File: config.mk
export PLATFORM = sky130hd
export DESIGN_NAME = s4_actividad2
export DESIGN_NICKNAME = d
export VERILOG_FILES = /design/src/rtl/s4_actividad2.sv
export SDC_FILE = /design/constraint.sdc
export NUM_CORES = 1
export LEC_CHECK = 0
export BUFFER_PORTS_ARGS = -buffer_cell sky130_fd_sc_hd__buf_2
export CORE_AREA = 3 3 40 42
export CTS_CLUSTER_DIAMETER = 60
export DETAILED_ROUTE_END_ITERATION = 7
export DIE_AREA = 0 0 43 45
export MAX_ROUTING_LAYER = met4
export PLACE_DENSITY = 0.62
export SYNTH_ARGS = -nofsm -noshare
export SYNTH_HDL_FRONTEND = slang
export SYNTH_SLANG_ARGS = --single-unit
File: constraint.sdc
create_clock -name clock -period 2.3 [get_ports clock]
set_clock_uncertainty 0.2 [all_clocks]
set_input_delay 0.345 -clock clock [delete_from_list [all_inputs] [get_ports clock]]
set_output_delay 0.345 -clock clock [all_outputs]
set_load 0.02 [all_outputs]
File: src/rtl/s4_actividad2.sv
// N-bit up/down counter with parallel load and a live threshold compare.
// Define S4_ACTIVIDAD2_SAT_EN for saturating instead of wrap-around counting.
module s4_actividad2 #(
    parameter int N = 4
) (
    input  logic         clock,
    input  logic         reset,
    input  logic         enable,
    input  logic         dec,
    input  logic         load,
    input  logic [N-1:0] load_ref_value,
    output logic [N-1:0] counterN,
    output logic         threshold
);

    localparam logic [N-1:0] ONE   = {{(N-1){1'b0}}, 1'b1};
    localparam logic [N-1:0] ZERO  = '0;
    localparam logic [N-1:0] MAXV  = '1;

    logic [N-1:0] count_q;
    logic [N-1:0] count_d;
    logic         at_max;
    logic         at_min;

    assign at_max = (count_q == MAXV);
    assign at_min = (count_q == ZERO);

    always_comb begin
        // NOTE: hold is assigned first so every path drives count_d and no latch is inferred.
        count_d = count_q;
        if (load) begin
            count_d = load_ref_value;
        end else if (enable) begin
            if (dec) begin
`ifdef S4_ACTIVIDAD2_SAT_EN
                if (!at_min) count_d = count_q - ONE;
`else
                count_d = count_q - ONE;
`endif
            end else begin
`ifdef S4_ACTIVIDAD2_SAT_EN
                if (!at_max) count_d = count_q + ONE;
`else
                count_d = count_q + ONE;
`endif
            end
        end
    end

    always_ff @(posedge clock or negedge reset) begin
        // NOTE: non-blocking assignment keeps register updates order-independent across processes.
        if (!reset) begin
            count_q <= ZERO;
        end else begin
            count_q <= count_d;
        end
    end

    assign counterN  = count_q;
    // Compared against the live reference, so it reacts to either operand without a clock.
    assign threshold = (count_q >= load_ref_value);

endmodule

==> summary.md, run 1 <==
| Metric | Value |
|---|---|
| Status | finished, final reports clean |
| CTS clk-pin slew, worst paths | 0.04 ns |
| P_int | 0.213 mW |
| Arr. time, crit path | 1.70 ns |
| Crit-path max FO | 2 |
| Cell Rows | 13 |
| Final worst path period share | 97.5% |
| Total Wirelength | 850 microns |
| Post-route antenna net violation count | 0 |
| DRC viols | 0 |
| Critical Path RT | 1.75 ns |
| Vias/cell | 4.66 |
| CTS sink cnt | 4 |
| Total gr overflow | 0 |
| Syn Area/Cell | 8.79 sq um |
| Mapped Nets | 61 |
| Max reg flops | 4 |
| Area delta synth->final | 31.6% |
| Initial antenna violation count | 0 |
| Launch point of the worst reg-to-reg path | counterN[1] |
| Worst Hold Class | input pin to flip-flop |
| Seq/Total Area, Yosys | 25.3% |
| #FFs+latches synth | 4 |
| Core area | 1280 sq um |
| Pre-antenna DRT Iters | 4 |
| P per Cell Area | 644 nW/um^2 |
| Psw | 0.123 mW |
| Reg power frac | 29.0% |
| CTS buffer count | 3 |
| Lkg Pwr | 0.284 nW |
| Setup-failing EPs final | 0 |
| Origin of the worst min-delay path | load_ref_value[2] |
| Diode count | 0 |
| Routed len/inst | 11.2 microns |
| Comb power frac | 43.6% |
| Dpl hpwl | 645 microns |
| CP Cell Sequence | inv_2 -> ha_1 -> nand2b_4 -> a21o_1 -> a21o_1 -> a21o_1 -> buf_4 |
| Final Hold Fails | 0 |
| Vias in the first global route | 339 |
| Worst Setup SP | counterN[0] |
| Most common cell after layout, fill and taps aside | buf_2 |
| Slew headroom | 82.6% |
| Final min period | 2.24 ns |
| VDD IR-drop max | 0.000353 V |
| Layout cells sized above 1 | 32.8% |
| Net Sw Frac | 36.6% |
| Routability Congestion | 0.721 |
| Fmax | 446 MHz |
| CTS tree | yes |
| Worst slew pin tran | 0.257 ns |
| Longest Clk Path Bufs | 2 |
| Nets@finish | 79 |
| Setup tns final | 0 ns |
| H-tree depth | 1 |
| Post-synthesis instance total | 45 |
| Clock Latency Late Sink | 0.24 ns |
| Clock network fraction of total power | 27.4% |
| First-pass GRT wire length | 1430 microns |
| CP max stage delay | 0.36 ns |
| Hold slack final | 0.136 ns |
| Max-Cap Viols | 0 |
| Die H | 45 microns |
| Most frequent cells in the layout | buf_2 (12), ha_1 (6), inv_1 (4), dfrtp_1 (4) |
| Iteration-0 DRC count of the detailed router | 9 |
| Count of input and output buffers | 13 |
| Die Area | 1940 sq um |
| Largest net degree at the start of global routing | 13 |
| Crit path kind | flip-flop to output pin |
| Yosys warning total | 0 |
| Critical path's most frequent cell | a21o_1 |
| DR vias | 354 |
| Crit start category | flip-flop |
| GRT Util Overall | 10.8% |
| Critical-path top delay cell | dfrtp_1 |
| Die width | 43 microns |
| Initial Util | 30.8% |
| Cell Area, Synth | 395 sq um |
| Final Slew Violations | 0 |
| Ports | 14 |
| Clk root buf | clkbuf_4 |
| CP Capture Type | output pin |
| Yosys cell types | 23 |
[stage by stage]
| stage | cell area [sq um] | std cells | util, % | setup slack [ns] | power [mW] |
|---|---|---|---|---|---|
| after floorplan | 395 | 45 | - | 0.214 | 0.192 |
| after global placement | 470 | 71 | 36.6 | 0.236 | 0.232 |
| after global routing | 520 | 76 | 40.5 | -0.00546 | 0.368 |
| after CTS | 510 | 76 | 39.7 | 0.00530 | 0.335 |
| final | 520 | 76 | 40.5 | 0.0576 | 0.335 |
| after detailed placement | 470 | 71 | 36.6 | 0.230 | 0.233 |
[final cells by class]
type                            count  area, sq um
Fill cell                         140          764
Clock buffer                        3         22.5
Tap cell                           15         18.8
Sequential cell                     4          100
Multi-Input combinational cell     33          272
Timing Repair Buffer               15         85.1
Inverter                            6         22.5
[logic make-up (layout without fill, tap and decap cells)]
| group | count (synthesis) | in the layout | synth area share, % |
|---|---|---|---|
| adder cells (fa/ha/maj) | 7 | 7 | 24.1 |
| AND/OR/NAND/NOR | 12 | 12 | 16.8 |
| XOR/XNOR | 2 | 2 | 4.43 |
| flip-flops | 4 | 4 | 25.3 |
| multiplexers | 2 | 2 | 5.06 |
| buffers and inverters | 8 | 24 | 7.91 |
| AO/OA/AOI/OAI | 10 | 10 | 16.5 |
[final timing paths]
path	depth (start not counted)	slack, ns	end
max	7	0.06	threshold
min	3	0.14	counterN[2]
max reg2reg	5	0.77	counterN[2]
min reg2reg	2	0.44	counterN[3]
max in group asynchronous	2	1.54	counterN[3]
min in group asynchronous	2	0.23	counterN[0]
[Yosys cell counts]
cell type | n | area share [%]
clkbuf_1 | 1 | 0.95
a21oi_1 | 2 | 2.5
mux2i_1 | 2 | 5.1
dfrtp_1 | 4 | 25
a21o_1 | 3 | 5.7
inv_2 | 1 | 0.95
fa_1 | 1 | 5.1
buf_2 | 1 | 1.3
ha_1 | 6 | 19
a211o_1 | 1 | 2.2
nand2_1 | 3 | 2.8
nor3b_1 | 1 | 1.9
nor2b_1 | 1 | 1.6
or4b_1 | 1 | 2.5
a22oi_1 | 1 | 1.9
nor4b_1 | 1 | 2.2
inv_1 | 5 | 4.7
nand2b_1 | 1 | 1.6
nand3_1 | 1 | 1.3
o21ai_0 | 2 | 2.5
xnor2_1 | 2 | 4.4
o22ai_1 | 1 | 1.6
nor2_1 | 3 | 2.8
[critical path, delay by kind of cell, from the launching register on]
| kind | cells | cell delay (ns) |
|---|---|---|
| AOI/OAI and AO/OA | 3 | 0.47 |
| adders and majority gates | 1 | 0.27 |
| buffers and inverters | 2 | 0.21 |
| DFF | 1 | 0.36 |
| and+or+nand+nor | 1 | 0.14 |
[what timing repair did]
action                                  in CTS  in global routing
hold endpoints to repair                     4                  0
gates cloned                                 0                  0
hold buffers                                 1                  0
resized for setup                            0                  3
endpoints found under the setup margin       1                  1
pin swaps                                    0                  1
buffers inserted                             1                  0
[power by group through the flow]
stage	clock (mW)	combinational, mW	sequential (mW)
final	0.0918	0.146	0.0971
after global routing	0.101	0.167	0.0993
after CTS	0.0979	0.140	0.0966
after detailed placement	0	0.134	0.0990
after global placement	0	0.133	0.0990
after floorplan	0	0.0822	0.109
[per-layer routing]
layer / track usage, % / routed length (microns) / up-vias
li1: - / - / 187
met1: 13.4 / 416 / 150
met2: 13.5 / 318 / 17
met3: 8.76 / 114 / 0
met4: 1.81 / 0 / 0
met5: - / 0 / -
(Power assumes the default switching activity.)
==> run 2: changes to the inputs <==
Settings changed: ABC_AREA from default to 1, CTS_CLUSTER_DIAMETER 60 to default, PLACE_DENSITY 0.62 to 0.61.
==> run 2 against run 1 <==
Compared with the run above: sequential share of layout area grew 0.97 points; via count grew 5.4%; clock power shrank 7.0%.
==> summary.md, run 2 <==
| Metric | Value |
|---|---|
| Count of input and output buffers | 13 (unchanged) |
| Clock network fraction of total power | 27.9% (was 27.4%) |
| Vias/cell | 4.60 (was 4.66) |
| Slew headroom | 87.3% (was 82.6%) |
| Dpl hpwl | 705 microns (was 645 microns) |
| Die Area | 1940 sq um (unchanged) |
| CTS tree | yes (unchanged) |
| Net Sw Frac | 37.4% (was 36.6%) |
| Worst Hold Class | input pin to flip-flop (unchanged) |
| CTS clk-pin slew, worst paths | 0.04 ns (about the same) |
| Most common cell after layout, fill and taps aside | buf_2 (unchanged) |
| Status | finished, final reports clean (unchanged) |
| Clk root buf | clkbuf_4 (unchanged) |
| Lkg Pwr | 0.291 nW (was 0.284 nW) |
| Ports | 14 (unchanged) |
| Total gr overflow | 0 (unchanged) |
| Vias in the first global route | 369 (was 339) |
| Max-Cap Viols | 0 (unchanged) |
| Clock Latency Late Sink | 0.23 ns (was 0.24 ns) |
| VDD IR-drop max | 0.000251 V (was 0.000353 V) |
| Final Slew Violations | 0 (unchanged) |
| Routed len/inst | 10.3 microns (was 11.2 microns) |
| Die width | 43 microns (unchanged) |
| Psw | 0.115 mW (was 0.123 mW) |
| EDFF count, synth | 0 (unchanged) |
| Dpl cells | 77 (was 71) |
| Final worst path period share | 85.3% (was 97.5%) |
| DRC viols | 0 (unchanged) |
| Cell Rows | 13 (unchanged) |
| H-tree depth | 1 (unchanged) |
| Fmax | 510 MHz (was 446 MHz) |
| Launch point of the worst reg-to-reg path | counterN[2] (was counterN[1]) |
| Synth top area share | 26.4% (was 25.3%) |
| Core area | 1280 sq um (unchanged) |
| Post-cts resize count | 0 (unchanged) |
| Setup-failing EPs final | 0 (unchanged) |
| Seq/Total Area, Yosys | 26.4% (was 25.3%) |
| Total Wirelength | 832 microns (was 850 microns) |
| # hold bufs at CTS | 1 (unchanged) |
| #FFs+latches synth | 4 (unchanged) |
| Synth Area in Simple Gates | 20.1% (was 16.8%) |
| Count leader, synth | inv_1 (was ha_1) |
| Dominant synthesized flop cell | dfrtp_1 (unchanged) |
| Initial Util | 29.5% (was 30.8%) |
| Layout cells sized above 1 | 27.3% (was 32.8%) |
| First-pass GRT wire length | 1410 microns (was 1430 microns) |
| Origin of the worst min-delay path | load_ref_value[3] (was load_ref_value[2]) |
| Initial antenna violation count | 0 (unchanged) |
| P per Cell Area | 618 nW/um^2 (was 644 nW/um^2) |
| Iteration-0 DRC count of the detailed router | 0 (was 9) |
| Mapped Nets | 65 (was 61) |
| Longest Clk Path Bufs | 2 (unchanged) |
| Post-CTS Repair Setup Buffers | 0 (was 1) |
| Critical Path RT | 1.75 ns (about the same) |
| Critical path's most frequent cell | nand3_1 (was a21o_1) |
| Final min period | 1.96 ns (was 2.24 ns) |
| Unrepaired setup endpoints after global routing | false |
| Routability Congestion | 0.719 (was 0.721) |
| Arr. time, crit path | 1.42 ns (was 1.70 ns) |
| Critical-path top delay cell | dfrtp_1 (unchanged) |
| Compound-Gate Fraction of Synth Area | 15.2% (was 16.5%) |
| Nets@finish | 84 (was 79) |
| Crit start category | flip-flop (unchanged) |
| Yosys cell types | 16 (was 23) |
| Diode count | 0 (unchanged) |
| Worst Setup SP | counterN[1] (was counterN[0]) |
| GRT Util Overall | 10.1% (was 10.8%) |
| Die H | 45 microns (unchanged) |
| Pre-antenna DRT Iters | 1 (was 4) |
| Post-route antenna net violation count | 0 (unchanged) |
| Largest net degree at the start of global routing | 7 (was 13) |
| Adder-cell share of the synthesized area | 25.1% (was 24.1%) |
| CP max stage delay | 0.42 ns (was 0.36 ns) |
| Area delta synth->final | 30.7% (was 31.6%) |
| Post-synthesis async set-or-reset flop share | 100% (unchanged) |
| Max reg flops | 4 (unchanged) |
| Yosys warning total | 0 (unchanged) |
| Most frequent cells in the layout | buf_2 (13), inv_1 (10), nand2_1 (9), ha_1 (6) (was buf_2 (12), ha_1 (6), inv_1 (4), dfrtp_1 (4)) |
| Post-route insts no fill | 81 (was 76) |
| CP Capture Type | output pin (unchanged) |
| Main combinational cell family by area after synthesis | adder cells (unchanged) |
| Comb power frac | 41.7% (was 43.6%) |
| Setup tns final | 0 ns (unchanged) |
| CTS sink cnt | 4 (unchanged) |
| Area contributors post-synth | dfrtp_1 (26%), ha_1 (20%), inv_1 (9.9%), nand2_1 (8.9%), a22oi_1 (7.9%) (was dfrtp_1 (25%), ha_1 (19%), a21o_1 (5.7%), fa_1 (5.1%), mux2i_1 (5.1%)) |
| Cell Area, Synth | 379 sq um (was 395 sq um) |
| Post-synthesis instance total | 49 (was 45) |
| Final Hold Fails | 0 (unchanged) |
| CTS buffer count | 3 (unchanged) |
| Reg power frac | 30.4% (was 29.0%) |
| CP Cell Sequence | ha_1 -> inv_1 -> o21bai_1 -> nand3_1 -> nand3_1 -> buf_2 (was inv_2 -> ha_1 -> nand2b_4 -> a21o_1 -> a21o_1 -> a21o_1 -> buf_4) |
| Worst slew pin tran | 0.190 ns (was 0.257 ns) |
| Crit path kind | flip-flop to output pin (unchanged) |
| Syn Area/Cell | 7.74 sq um (was 8.79 sq um) |
| Post-Synth XOR/XNOR Area | 2.31% (was 4.43%) |
| Top cells by count, synth | inv_1 (10), nand2_1 (9), ha_1 (6) (was ha_1 (6), inv_1 (5), dfrtp_1 (4)) |
| P_int | 0.192 mW (was 0.213 mW) |
| Area leader, netlist | dfrtp_1 (unchanged) |
| DR vias | 373 (was 354) |
| Crit-path max FO | 5 (was 2) |
| Multiplexer share of the synthesized area | 0% (was 5.06%) |
## run 2: changes by cell type after synthesis, sizes merged, moves of 2 or more
cell / before / now
a21o: 3 / 0
a22oi: 1 / 4
inv: 6 / 11
mux2i: 2 / 0
nand2: 3 / 9
nand3: 1 / 4
xnor2: 2 / 0
## run 2: path summary, 6_finish.rpt
| path | endpoint | slack [ns] | cells after the start |
|---|---|---|---|
| setup / recovery | threshold | 0.34 | 6 |
| hold reg to reg | counterN[0] | 0.34 | 1 |
| setup reg to reg | counterN[3] | 0.80 | 6 |
| min in group asynchronous | counterN[3] | 0.24 | 2 |
| max in group asynchronous | counterN[0] | 1.55 | 2 |
| hold / removal | counterN[3] | 0.19 | 3 |
## run 2: final cells by class
| type | instances | area (sq um) |
|---|---|---|
| sequential | 4 | 100 |
| fill | 147 | 790 |
| multi-input combinational | 34 | 238 |
| inverter | 11 | 41.3 |
| tap | 15 | 18.8 |
| timing repair buffer | 14 | 75.1 |
| clock buffer | 3 | 22.5 |
## run 2: layer usage
metal | routed length [microns] | track usage (%) | share of wire [%] | vias up
met2 | 387 | 16.5 | 47 | 10
met4 | 11 | 5.42 | 1.3 | 0
li1 | - | - | - | 196
met1 | 380 | 11.3 | 46 | 165
met5 | 0 | - | 0 | -
met3 | 53 | 2.79 | 6.4 | 2
## run 2: worst max-delay path: cells and delay by family, from the launching register on
family          cells  cell delay, ns
buf+inv             2            0.20
simple gates        2            0.14
flops               1            0.42
fa+ha+maj           1            0.32
compound gates      1            0.11
## run 2: logic make-up after synthesis
| logic type | count (synthesis) |
|---|---|
| buf+inv | 11 |
| fa+ha+maj | 7 |
| simple gates | 17 |
| flops | 4 |
| compound gates | 9 |
| xor+xnor | 1 |
## run 2: through the flow
| stage | utilization, % | cell area [sq um] | hold slack, ns | total power [mW] | setup slack, ns |
|---|---|---|---|---|---|
| 2_1_floorplan | - | 379 | -0.151 | 0.178 | 0.583 |
| 3_3_place_gp | 36.0 | 463 | -0.0484 | 0.220 | 0.555 |
| 3_5_place_dp | 36.0 | 463 | -0.0452 | 0.221 | 0.531 |
| 4_1_cts | 38.6 | 495 | 0.185 | 0.313 | 0.330 |
| 5_1_grt | 38.6 | 495 | 0.217 | 0.339 | 0.234 |
| 6_report | 38.6 | 495 | 0.194 | 0.306 | 0.338 |
## run 2: power by group through the flow
| stage | Clock, mW | Sequential (mW) | Combinational (mW) |
|---|---|---|---|
| global route | 0.0930 | 0.0948 | 0.151 |
| CTS | 0.0900 | 0.0932 | 0.130 |
| global placement | 0 | 0.0947 | 0.125 |
| finish | 0.0854 | 0.0933 | 0.128 |
| detailed placement | 0 | 0.0941 | 0.127 |
| floorplan | 0 | 0.104 | 0.0746 |
==> run 3: changes to the inputs <==
Settings changed: GPL_TIMING_DRIVEN from default to 0.
==> run 3 against run 2 <==
Compared with the run above: wire length down 3.1%; clock power down 2.3%; combinational power about the same; register-to-register slack worse by 0.02 ns; final cell count unchanged; via count down 5.6%; design area unchanged; setup slack worse by 0.015 ns; clock-buffer cell count unchanged; maximum frequency down 0.74%; largest power group unchanged.
==> summary.md, run 3 (synthesis gave the netlist of run 2 again) <==
| Metric | Value |
|---|---|
| Fmax | 506 MHz (was 510 MHz) |
| Final worst path period share | 85.9% (was 85.3%) |
| Critical-path top delay cell | dfrtp_1 (unchanged) |
| Initial Util | 29.5% (unchanged) |
| Dpl hpwl | 720 microns (was 705 microns) |
| Largest net degree at the start of global routing | 7 (unchanged) |
| Ports | 14 (unchanged) |
| Worst slew pin tran | 0.191 ns (was 0.190 ns) |
| Count of input and output buffers | 13 (unchanged) |
| Die Area | 1940 sq um (unchanged) |
| Total Wirelength | 806 microns (was 832 microns) |
| Iteration-0 DRC count of the detailed router | 5 (was 0) |
| DR vias | 352 (was 373) |
| Crit start category | flip-flop (unchanged) |
| Crit-path max FO | 5 (unchanged) |
| CTS tree | yes (unchanged) |
| Most frequent cells in the layout | buf_2 (13), inv_1 (10), nand2_1 (9), ha_1 (6) (unchanged) |
| Crit path max-delay family | flip-flops (unchanged) |
| First-pass GRT wire length | 1390 microns (was 1410 microns) |
| Post-route antenna net violation count | 0 (unchanged) |
| Most common cell after layout, fill and taps aside | buf_2 (unchanged) |
| Die width | 43 microns (unchanged) |
| Post-cts resize count | 0 (unchanged) |
| Routed len/inst | 9.95 microns (was 10.3 microns) |
| VDD IR-drop max | 0.000229 V (was 0.000251 V) |
| GRT Util Overall | 10.3% (was 10.1%) |
| Pre-antenna DRT Iters | 4 (was 1) |
| CP bufs+invs | 2 (unchanged) |
| H-tree depth | 1 (unchanged) |
| CP Capture Type | output pin (unchanged) |
| Longest Clk Path Bufs | 2 (unchanged) |
| DRC viols | 0 (unchanged) |
| CTS buffer count | 3 (unchanged) |
| Routability Congestion | 0.698 (was 0.719) |
| Unrepaired setup endpoints after global routing | false (unchanged) |
| Critical path's most frequent cell | nand3_1 (unchanged) |
| Initial antenna violation count | 0 (unchanged) |
| Total gr overflow | 0 (unchanged) |
| CTS sink cnt | 4 (unchanged) |
| Final Hold Fails | 0 (unchanged) |
| Worst Hold Class | input pin to flip-flop (unchanged) |
| Cell Rows | 13 (unchanged) |
| CP max stage delay | 0.42 ns (about the same) |
| Die H | 45 microns (unchanged) |
| Clock Latency Late Sink | 0.23 ns (about the same) |
| Max-Cap Viols | 0 (unchanged) |
| Setup-failing EPs final | 0 (unchanged) |
| Slew headroom | 87.3% (about the same) |
| Vias/cell | 4.35 (was 4.60) |
| Hold slack final | 0.197 ns (was 0.194 ns) |
| Nets@finish | 84 (unchanged) |
| Crit path kind | flip-flop to output pin (unchanged) |
| Vias in the first global route | 337 (was 369) |
| Critical Path RT | 1.75 ns (about the same) |
| Diode count | 0 (unchanged) |
| Status | finished, final reports clean (unchanged) |
| Max reg flops | 4 (unchanged) |
| Final Slew Violations | 0 (unchanged) |
| CP Cell Sequence | ha_1 -> inv_1 -> o21bai_1 -> nand3_1 -> nand3_1 -> buf_2 (unchanged) |
| Setup tns final | 0 ns (unchanged) |
| Core area | 1280 sq um (unchanged) |
| Arr. time, crit path | 1.43 ns (was 1.42 ns) |
| Clk root buf | clkbuf_4 (unchanged) |
| CTS clk-pin slew, worst paths | 0.03 ns (was 0.04 ns) |
| Area delta synth->final | 30.7% (unchanged) |
| P per Cell Area | 612 nW/um^2 (was 618 nW/um^2) |
| Final min period | 1.98 ns (was 1.96 ns) |
| Layout cells sized above 1 | 27.3% (unchanged) |
| Lkg Pwr | 0.291 nW (unchanged) |
## run 3: timing repair
action                                 4_1_cts  5_1_grt
setup buffers                                0        0
hold buffers                                 1        0
endpoints found under the hold margin        4        0
## run 3: cell type report
class                      instances  area [sq um]
inverter                          11          41.3
multi-input combinational         34           238
timing repair buffer              14          75.1
fill                             153           790
clock buffer                       3          22.5
tap                               15          18.8
sequential                         4           100
## run 3: path summary, 6_finish.rpt
check	startpoint	end	slack [ns]	cells past startpoint
min in group asynchronous	reset	counterN[3]	0.24	2
max in group asynchronous	reset	counterN[0]	1.54	2
setup reg to reg	counterN[2]	counterN[3]	0.78	6
setup / recovery	counterN[1]	threshold	0.32	6
hold reg to reg	counterN[0]	counterN[0]	0.34	1
hold / removal	load_ref_value[1]	counterN[1]	0.20	3
## run 3: routing by layer
layer	share of wire, %	GRT usage, %	up-vias
met2	50	15.9	8
met4	0	7.23	0
met1	44	12.2	149
met5	0	-	-
met3	5.2	1.59	0
li1	-	-	195
## run 3: worst reg2reg max path, cell delays in order, from the launching register on
cell and delay [ns]:
dfrtp_1 0.41, ha_1 0.31, or2_1 0.25, nand2_1 0.07
nand2_1 0.05, nand3_1 0.06, nand2_1 0.05
## run 3: metrics by stage
step / util [%] / cell area, sq um / setup slack [ns] / total power, mW / cells
floorplan: - / 379 / 0.583 / 0.178 / 49
global placement: 36.0 / 463 / 0.542 / 0.219 / 77
detailed placement: 36.0 / 463 / 0.523 / 0.222 / 77
CTS: 38.6 / 495 / 0.293 / 0.312 / 81
global route: 38.6 / 495 / 0.202 / 0.336 / 81
finish: 38.6 / 495 / 0.323 / 0.303 / 81
## run 3: where the power goes
part / total (mW) / switching, mW / internal (mW)
clock: 0.0834 / 0.0253 / 0.0581
sequential: 0.0934 / 0.0129 / 0.0805
combinational: 0.127 / 0.0738 / 0.0528
total: 0.303 / 0.112 / 0.191
